[src/rtl/mastermind_game_ctrl_pkg.sv]
// Shared definitions for the Mastermind game sequencer: sizes, FSM state
// encoding and the {peg3..peg0} packing of code/guess words.
package mastermind_game_ctrl_pkg;

  localparam int NUM_TURNS  = 8;
  localparam int NUM_PEGS   = 4;
  localparam int COLOR_W    = 3;
  localparam int NUM_COLORS = 2 ** COLOR_W;
  localparam int TURN_W     = $clog2(NUM_TURNS);
  localparam int CODE_W     = NUM_PEGS * COLOR_W;
  localparam int CNT_W      = 3;

  typedef enum logic [2:0] {
    S_LOAD   = 3'd0,
    S_GUESS  = 3'd1,
    S_COMMIT = 3'd2,
    S_SCORE  = 3'd3,
    S_DECIDE = 3'd4,
    S_OVER   = 3'd5
  } state_t;

  // Peg idx lives in bits [idx*COLOR_W +: COLOR_W]; peg0 is the LSB field.
  function automatic logic [COLOR_W-1:0] peg_of(input logic [CODE_W-1:0] word,
                                                input int idx);
    return word[idx*COLOR_W +: COLOR_W];
  endfunction

endpackage

[src/rtl/mastermind_game_ctrl_peg_color_count.sv]
// Counts how many pegs of a packed 4-peg word carry a given colour (0..4).
module peg_color_count
  import mastermind_game_ctrl_pkg::*;
(
  input  logic [11:0] word,
  input  logic [2:0]  color,
  output logic [2:0]  count
);

  // Combinational occurrence count over all pegs.
  always_comb begin
    count = '0;
    for (int i = 0; i < NUM_PEGS; i++) begin
      if (peg_of(word, i) == color) count = count + CNT_W'(1);
    end
  end

endmodule

[src/rtl/mastermind_game_ctrl.sv]
// Mastermind game sequencer: latches the secret, accepts guesses on select
// edges, writes history, scores black/white pegs one colour per cycle and
// tracks turn / win / game-over.
module mastermind_game_ctrl
  import mastermind_game_ctrl_pkg::*;
(
  input  logic        clk,
  input  logic        reset,
  input  logic        select,
  input  logic        mode,
  input  logic [11:0] code_in,
  input  logic [11:0] guess_in,
  output logic        guess_enable,
  output logic        hist_we,
  output logic [2:0]  hist_addr,
  output logic [11:0] hist_data,
  output logic [2:0]  black,
  output logic [2:0]  white,
  output logic        score_valid,
  output logic [2:0]  turn,
  output logic        win,
  output logic        game_over
);

  localparam logic [TURN_W-1:0]  LAST_TURN  = TURN_W'(NUM_TURNS - 1);
  localparam logic [COLOR_W-1:0] LAST_COLOR = COLOR_W'(NUM_COLORS - 1);
  localparam logic [CNT_W-1:0]   ALL_PEGS   = CNT_W'(NUM_PEGS);

  state_t      state;
  state_t      state_nxt;
  logic        select_q;
  logic        sel_edge;
  logic        accept;
  logic [11:0] code_q;
  logic [11:0] guess_q;
  logic [2:0]  color_idx;
  logic [2:0]  acc;
  logic [2:0]  acc_nxt;
  logic [2:0]  exact;
  logic [2:0]  exact_nxt;
  logic [2:0]  cnt_code;
  logic [2:0]  cnt_guess;
  logic [2:0]  min_cnt;
  logic        score_last;

  // A held button gives one edge; mode=1 (history browse) masks it.
  assign sel_edge   = select & ~select_q;
  assign accept     = sel_edge & ~mode;
  assign score_last = (state == S_SCORE) && (color_idx == LAST_COLOR);

  peg_color_count u_code_cnt (
    .word  (code_q),
    .color (color_idx),
    .count (cnt_code)
  );

  peg_color_count u_guess_cnt (
    .word  (guess_q),
    .color (color_idx),
    .count (cnt_guess)
  );

  // Exact-position matches and the running colour-match accumulator input.
  always_comb begin
    exact_nxt = '0;
    for (int i = 0; i < NUM_PEGS; i++) begin
      if (peg_of(code_q, i) == peg_of(guess_q, i)) exact_nxt = exact_nxt + CNT_W'(1);
    end
    min_cnt = (cnt_code < cnt_guess) ? cnt_code : cnt_guess;
    acc_nxt = acc + min_cnt;
  end

  // FSM state register.
  always_ff @(posedge clk or posedge reset) begin
    if (reset) state <= S_LOAD;
    else       state <= state_nxt;
  end

  // FSM next-state logic; select outside S_GUESS/S_OVER is dropped, not queued.
  always_comb begin
    state_nxt = state;
    case (state)
      S_LOAD:   state_nxt = S_GUESS;
      S_GUESS:  if (accept) state_nxt = S_COMMIT;
      S_COMMIT: state_nxt = S_SCORE;
      S_SCORE:  if (color_idx == LAST_COLOR) state_nxt = S_DECIDE;
      S_DECIDE: begin
        if (black == ALL_PEGS || turn == LAST_TURN) state_nxt = S_OVER;
        else                                        state_nxt = S_GUESS;
      end
      S_OVER:   if (accept) state_nxt = S_LOAD;
      default:  state_nxt = S_LOAD;
    endcase
  end

  // FSM outputs; history bus is quiet outside the commit cycle.
  always_comb begin
    guess_enable = (state == S_GUESS);
    hist_we      = (state == S_COMMIT);
    hist_addr    = hist_we ? turn : 3'd0;
    hist_data    = hist_we ? guess_q : 12'd0;
  end

  // Select edge detector history.
  always_ff @(posedge clk or posedge reset) begin
    if (reset) select_q <= 1'b0;
    else       select_q <= select;
  end

  // Secret code and guess latches.
  always_ff @(posedge clk or posedge reset) begin
    if (reset) begin
      code_q  <= '0;
      guess_q <= '0;
    end else begin
      if (state == S_LOAD)            code_q  <= code_in;
      if (state == S_GUESS && accept) guess_q <= guess_in;
    end
  end

  // Scoring: exact count captured at commit, then one colour per cycle.
  always_ff @(posedge clk or posedge reset) begin
    if (reset) begin
      exact     <= '0;
      acc       <= '0;
      color_idx <= '0;
    end else if (state == S_COMMIT) begin
      exact     <= exact_nxt;
      acc       <= '0;
      color_idx <= '0;
    end else if (state == S_SCORE) begin
      acc       <= acc_nxt;
      color_idx <= color_idx + COLOR_W'(1);
    end
  end

  // Published score: loaded with the last colour so it is valid in S_DECIDE.
  always_ff @(posedge clk or posedge reset) begin
    if (reset) begin
      black       <= '0;
      white       <= '0;
      score_valid <= 1'b0;
    end else begin
      score_valid <= score_last;
      if (score_last) begin
        black <= exact;
        white <= acc_nxt - exact;
      end else if (state == S_OVER && accept) begin
        black <= '0;
        white <= '0;
      end
    end
  end

  // Turn counter and sticky game result; win outranks the last-turn loss.
  always_ff @(posedge clk or posedge reset) begin
    if (reset) begin
      turn      <= '0;
      win       <= 1'b0;
      game_over <= 1'b0;
    end else if (state == S_DECIDE) begin
      if (black == ALL_PEGS) begin
        win       <= 1'b1;
        game_over <= 1'b1;
      end else if (turn == LAST_TURN) begin
        game_over <= 1'b1;
      end else begin
        turn <= turn + TURN_W'(1);
      end
    end else if (state == S_OVER && accept) begin
      turn      <= '0;
      win       <= 1'b0;
      game_over <= 1'b0;
    end
  end

endmodule

[config.mk]
export PLATFORM = sky130hd
export DESIGN_NAME = mastermind_game_ctrl
export DESIGN_NICKNAME = d
export VERILOG_FILES = /design/src/rtl/mastermind_game_ctrl_pkg.sv /design/src/rtl/mastermind_game_ctrl_peg_color_count.sv /design/src/rtl/mastermind_game_ctrl.sv
export SDC_FILE = /design/constraint.sdc
export NUM_CORES = 1
export LEC_CHECK = 0
export CAP_MARGIN = 20
export CORE_UTILIZATION = 50
export CTS_BUF_LIST = sky130_fd_sc_hd__clkbuf_2 sky130_fd_sc_hd__clkbuf_4 sky130_fd_sc_hd__clkbuf_8
export DETAILED_ROUTE_END_ITERATION = 7
export PLACE_DENSITY = 0.73
export SLEW_MARGIN = 10
export SYNTH_ARGS = -nofsm -noshare
export SYNTH_HDL_FRONTEND = slang
export SYNTH_HIERARCHICAL = 1
export SYNTH_SLANG_ARGS = --single-unit
[constraint.sdc]
create_clock -name clk -period 11.2 [get_ports clk]
set_clock_uncertainty 0.15 [all_clocks]
set_input_delay 2.24 -clock clk [delete_from_list [all_inputs] [get_ports clk]]
set_output_delay 2.24 -clock clk [all_outputs]
set_load 0.01 [all_outputs]
Word level (Yosys, flattened, before mapping):

Index checks and enable logic that the tools add are counted.

* bitwise gates (word level): 4
* $add $sub $neg: 13
* mux-type cells: 36
* equality and inequality tests: 27
* $lt $le $gt $ge: 1
* reduce and logical (&&, ||, !) cells: 12

Operators with widths (count)
* $mux W3: 25
* $eq A3 B3 Y1: 12
* $add A3 B1 Y3 const B: 9
* $pmux W3 S6: 1
* $eq A3 B3 Y1 const B: 5
* $mux W12: 1
* $mux W1: 9
* $ne A2 B2 Y1 const B: 4
* $eq A3 B2 Y1 const B: 2
* $reduce_and A3 Y1: 2
* $reduce_bool A2 Y1: 3
* $add A1 B1 Y2 const B: 2
* $ne A2 B1 Y1 const B: 2
* $reduce_and A2 Y1: 2
* $add A3 B3 Y3: 1
* $eq A3 B1 Y1 const B: 1
* $logic_and A1 B1 Y1: 3
* $logic_not A3 Y1: 1
* $lt A3 B3 Y1: 1
* $ne A3 B3 Y1 const B: 1
* $sub A3 B3 Y3: 1
* $and A1 B1 Y1: 2
* $not A1 Y1: 2
* $logic_or A1 B1 Y1: 1

* bits of input ports: 28
* word-level logic and storage cells: 106
* flip-flop bits (word level): 49
* output and inout port bits: 29

Depth between registers and ports, before layout:

* depth after elaboration: 13
* depth in mapped cells: 22
* gate-level depth less buffers: 22

By module:

The synthesis kept the hierarchy.

Modules (own cells, without submodules)
* mastermind_game_ctrl: cells each 234, times used 1, area an instance 2562.5 um^2
* peg_color_count: cells each 30, times used 2, area an instance 264.0 um^2

Worst setup path after synthesis:

No wires, ideal clock.

* path kind: reg-to-reg
* from: reg color_idx[2]
* to: reg white[2]
* stages on the path, launching flop included: 19
* required time: 10.917 ns
* clock period less this slack: 4.751 ns
* buffers on the path: 0
* path slack: 6.449 ns
* arrival: 4.468 ns
* cell sequence: dfrtp_1 > xnor2_1 > and3_1 > ha_1 > xnor2_4 > ha_1 > mux2_2 > ha_1 > nand2_1 > o21ai_0 > mux2_2 > ha_1 > fa_1 > inv_1 > fa_1 > xnor2_1 > xnor2_1 > xor2_1 > o22ai_1

* cells in the longest elaborated chain, start to end: 13
* elaborated cells on any way between the ends: 30

RTL lines
* start: declaration: line mastermind_game_ctrl.sv:36 `logic [2:0] color_idx;`
* start signal: assignment: line mastermind_game_ctrl.sv:133 `color_idx <= color_idx + COLOR_W'(1);`
* $eq A3 B3 Y1: line mastermind_game_ctrl_peg_color_count.sv:14 `if (peg_of(word, i) == color) count = count + CNT_W'(1);`
* $mux W1: line mastermind_game_ctrl_peg_color_count.sv:14
* $add A1 B1 Y2: line mastermind_game_ctrl_peg_color_count.sv:14
* $mux W3: line mastermind_game_ctrl_peg_color_count.sv:14
* $add A3 B1 Y3: line mastermind_game_ctrl_peg_color_count.sv:14
* $mux W3: line mastermind_game_ctrl_peg_color_count.sv:14
* $add A3 B1 Y3: line mastermind_game_ctrl_peg_color_count.sv:14
* $mux W3 *: line mastermind_game_ctrl_peg_color_count.sv:14
* via cnt_code[1]: line mastermind_game_ctrl.sv:41 `logic [2:0] cnt_code;`
* $lt A3 B3 Y1: line mastermind_game_ctrl.sv:69 `min_cnt = (cnt_code < cnt_guess) ? cnt_code : cnt_guess;`
* $mux W3 *: line mastermind_game_ctrl.sv:69
* $add A3 B3 Y3 *: line mastermind_game_ctrl.sv:70 `acc_nxt = acc + min_cnt;`
* $sub A3 B3 Y3 *: line mastermind_game_ctrl.sv:147 `white <= acc_nxt - exact;`
* $mux W3 *: line mastermind_game_ctrl.sv:145 `if (score_last) begin`
* end signal: assignment: line mastermind_game_ctrl.sv:147
* end: declaration: line mastermind_game_ctrl.sv:18 `output logic [2:0] white,`

Mark *: on every way through the listed nets, which the timed path passes. The rest lies on a longest branch.
A chain may end at the register's enable or synchronous reset.

Worst setup path in the final report:

Ends and elaborated chain as after synthesis.

==> impl_metrics.csv <==
group,metric,value,unit
drt,drt.antenna.violating_nets,0,
drt,met1_length,3.03,mm
run_status,status,"complete, no violations",
layout,diodes,0,
cts,post-cts-setup-buffer-count,0,
layout,drive_above_1_share,14.7,%
setup_path,cp-end-kind,"register",
cts,clock_sinks,49,
setup_path,critPathLaunchType,"register",
layout,nFillCells,513,
logic_synthesis,mappedNetlistNets,341,
cts,postCtsHoldBufs,0,
logic_synthesis,synth_warnings,6,
sta,finalHoldViolCount,0,
sta,min_period_over_period,45.1,%
logic_synthesis,ys_ff_latch,49,
die,die_y,80.6,µm
global_route,track_usage,21.1,%
pwr,power-per-cell-area,350,mW/mm²
die,coreArea,0.00596,mm²
drt,dr_wl_met2,2.88,mm
drt,drtIter0Drc,79,
pwr,leakage,1.73,nW
logic_synthesis,synth_flop_cell,"dfrtp_1",
setup_path,cp.required,11230,ps
setup_path,crit_type,"register to register",
sta,slew_headroom,63.6,%
layout,layout.nets,399,
worst_hold_path,hp-class,"register to register",
logic_synthesis,synth_edf_count,0,
layout,syn2layout_area_growth,25.2,%
layout,instances_no_fill,428,
cts,cts-root-buf,"clkbuf_8",
pwr,p_total,1.35,mW
die,fp-row-count,28,
sta,fin_tns_setup,0,ps
logic_synthesis,synth_cell_types,45,
cts,clock_path_buffers,2,
die,start_util,51.9,%
setup_path,worstPathMaxFanout,10,
drt,drt_wl_total,6.13,mm
die,die_w,80.6,µm
logic_synthesis,yosysMostFrequentCell,"dfrtp_1",
logic_synthesis,netlist.area_leader.share,39.7,%
sta,layout_min_cycle_time,5050,ps
job,maxCapViolCount,0,
logic_synthesis,avgSynthCellArea,10.5,µm²
drt,dr.pass1.iters,4,
sta,slew_viol_final,0,
global_route,antenna_found_initial,0,
logic_synthesis,async_flop_share,100,%
drt,wl_met3,153,µm
cts,path_clk_slew,100,ps
logic_synthesis,yosys-top-cells-count,"dfrtp_1 (49), mux2_2 (29), nand2_1 (29)",
setup_path,critPathArrivalTime,5080,ps
logic_synthesis,postSynthCellCount,294,
drt,detail_route.wl_per_cell,14.3,µm
drt,dr_total_vias,2244,
die,top_level_ports,57,
cts,cts_max_level,2,
logic_synthesis,synth.area.top_cells,"dfrtp_1 (40%), mux2_2 (11%), xnor2_1 (7.1%), ha_1 (6.9%), xor2_1 (6.0%)",
logic_synthesis,synthesis.area,0.00309,mm²
place,dp_cells,419,
sta,max_slew.worst_pin.slew,542,ps
setup_path,r2r-start,"color_idx[2]",
drt,top_layer_used,"met4",
pwr,ir_drop,0.176,mV
logic_synthesis,yosys.area.top_type,"dfrtp_1",
worst_hold_path,min_from,"win",
place,numPortBuffers,56,
cts,numCtsBuffers,5,
drt,avgViaCountPerCell,5.24,
sta,finalSetupViolations,0,
global_route,grt-ovfl-total,0,
sta,max_freq,198,MHz
place,gp_congestion,0.797,
layout,stdcell_area,0.00387,mm²
sta,rsz0062_at_grt,"false",
global_route,grt_pass1_wl,10.4,mm
global_route,grt_max_degree,50,
cts,clock_latency,310,ps
drt,remaining_drc_errors,0,
global_route,first_global_vias,2216,
place,dp_hpwl,4.69,mm
place,dpl_cell_area,0.00371,mm²
die,dieArea,0.00650,mm²
setup_path,critPathLaunch,"color_idx[2]",
cts,cts_tree,"built",
logic_synthesis,yosysSeqAreaShare,39.7,%
cts,ctsResizeCount,0,
[power breakdown]
part | switching, mW | internal, mW | leakage, nW
Clock | 0.0611 | 0.0887 | 0.0681
Sequential | 0.106 | 0.256 | 0.594
Combinational | 0.399 | 0.444 | 1.07
Total | 0.566 | 0.788 | 1.73
[stage by stage]
stage | util (%) | hold WS, ps | setup WS [ps]
floorplan | - | 305 | 6450
global placement | 62.4 | 322 | 6300
detailed placement | 62.4 | 348 | 6160
CTS | 64.6 | 368 | 6130
global route | 65.0 | 392 | 5790
finish | 65.0 | 359 | 6150
[worst max-delay path, stage by stage, from the launching register on]
cell and delay (ps):
dfrtp_1 640, xnor2_1 130, nand3_1 150, inv_1 60, ha_1 360, xnor2_4 180, ha_1 270, mux2_2 280
ha_1 280, nand2_1 50, o21ai_0 250, mux2_2 370, ha_1 190, fa_1 470, inv_1 60, fa_1 410
xnor2_1 190, xnor2_1 160, xor2_1 180, o22ai_1 90
[final cells by class]
class | count | area, µm² | share of cell area, %
clock inverters | 3 | 65.1 | 1.68
flip-flops and latches | 49 | 1230 | 31.7
repair buffers | 58 | 588 | 15.2
multi-input cells | 220 | 1760 | 45.5
clock buffers | 5 | 68.8 | 1.78
inverters | 18 | 67.6 | 1.75
well taps | 75 | 93.8 | 2.43
[state kept, by name, summed over array words and instances, names as in the netlist]
register,cells
acc,3
black,3
code_q,12
color_idx,3
exact,3
game_over,1
guess_q,12
score_valid,1
select_q,1
state,3
turn,3
white,3
win,1
[placed cells by master (no fill, tap or decap), drive strengths merged, types with 4 or more instances in the layout]
cell,netlist,routed
o21ai,13,13
nor3,5,5
nand2,29,29
clkdlybuf4s50,0,56
mux2,30,30
o31ai,4,4
nand3,8,8
xor2,21,21
inv,18,18
clkbuf,2,5
nor2,9,9
nand2b,5,5
dfrtp,49,49
xnor2,27,27
and2,15,15
ha,17,17
a21oi,4,4
[per-layer routing]
metal	vias to the layer above	global-route usage, %
li1	1104	-
met3	6	2.73
met2	30	34.5
met1	1104	29.1
met4	0	5.89
met5	-	0
[worst paths after layout]
path | end | slack, ps | cells after the start
max | white[2] | 6150 | 19
min | win | 360 | 2
max reg2reg | white[2] | 6150 | 19
min reg2reg | win | 360 | 2
max in group asynchronous | guess_q[6] | 8250 | 3
min in group asynchronous | select_q | 2140 | 2
[cell families (layout without fill, tap and decap cells)]
family                   count (synthesis)  after routing  share of synthesized area, %
AND/OR/NAND/NOR                         90             90                          16.0
XOR/XNOR                                48             48                          14.8
multiplexers                            32             32                          11.6
flip-flops                              49             49                          39.7
buffers and inverters                   25             84                          3.40
adder cells (fa/ha/maj)                 19             19                          8.18
AO/OA/AOI/OAI                           31             31                          6.36
Power figures use the tool's default switching activity.
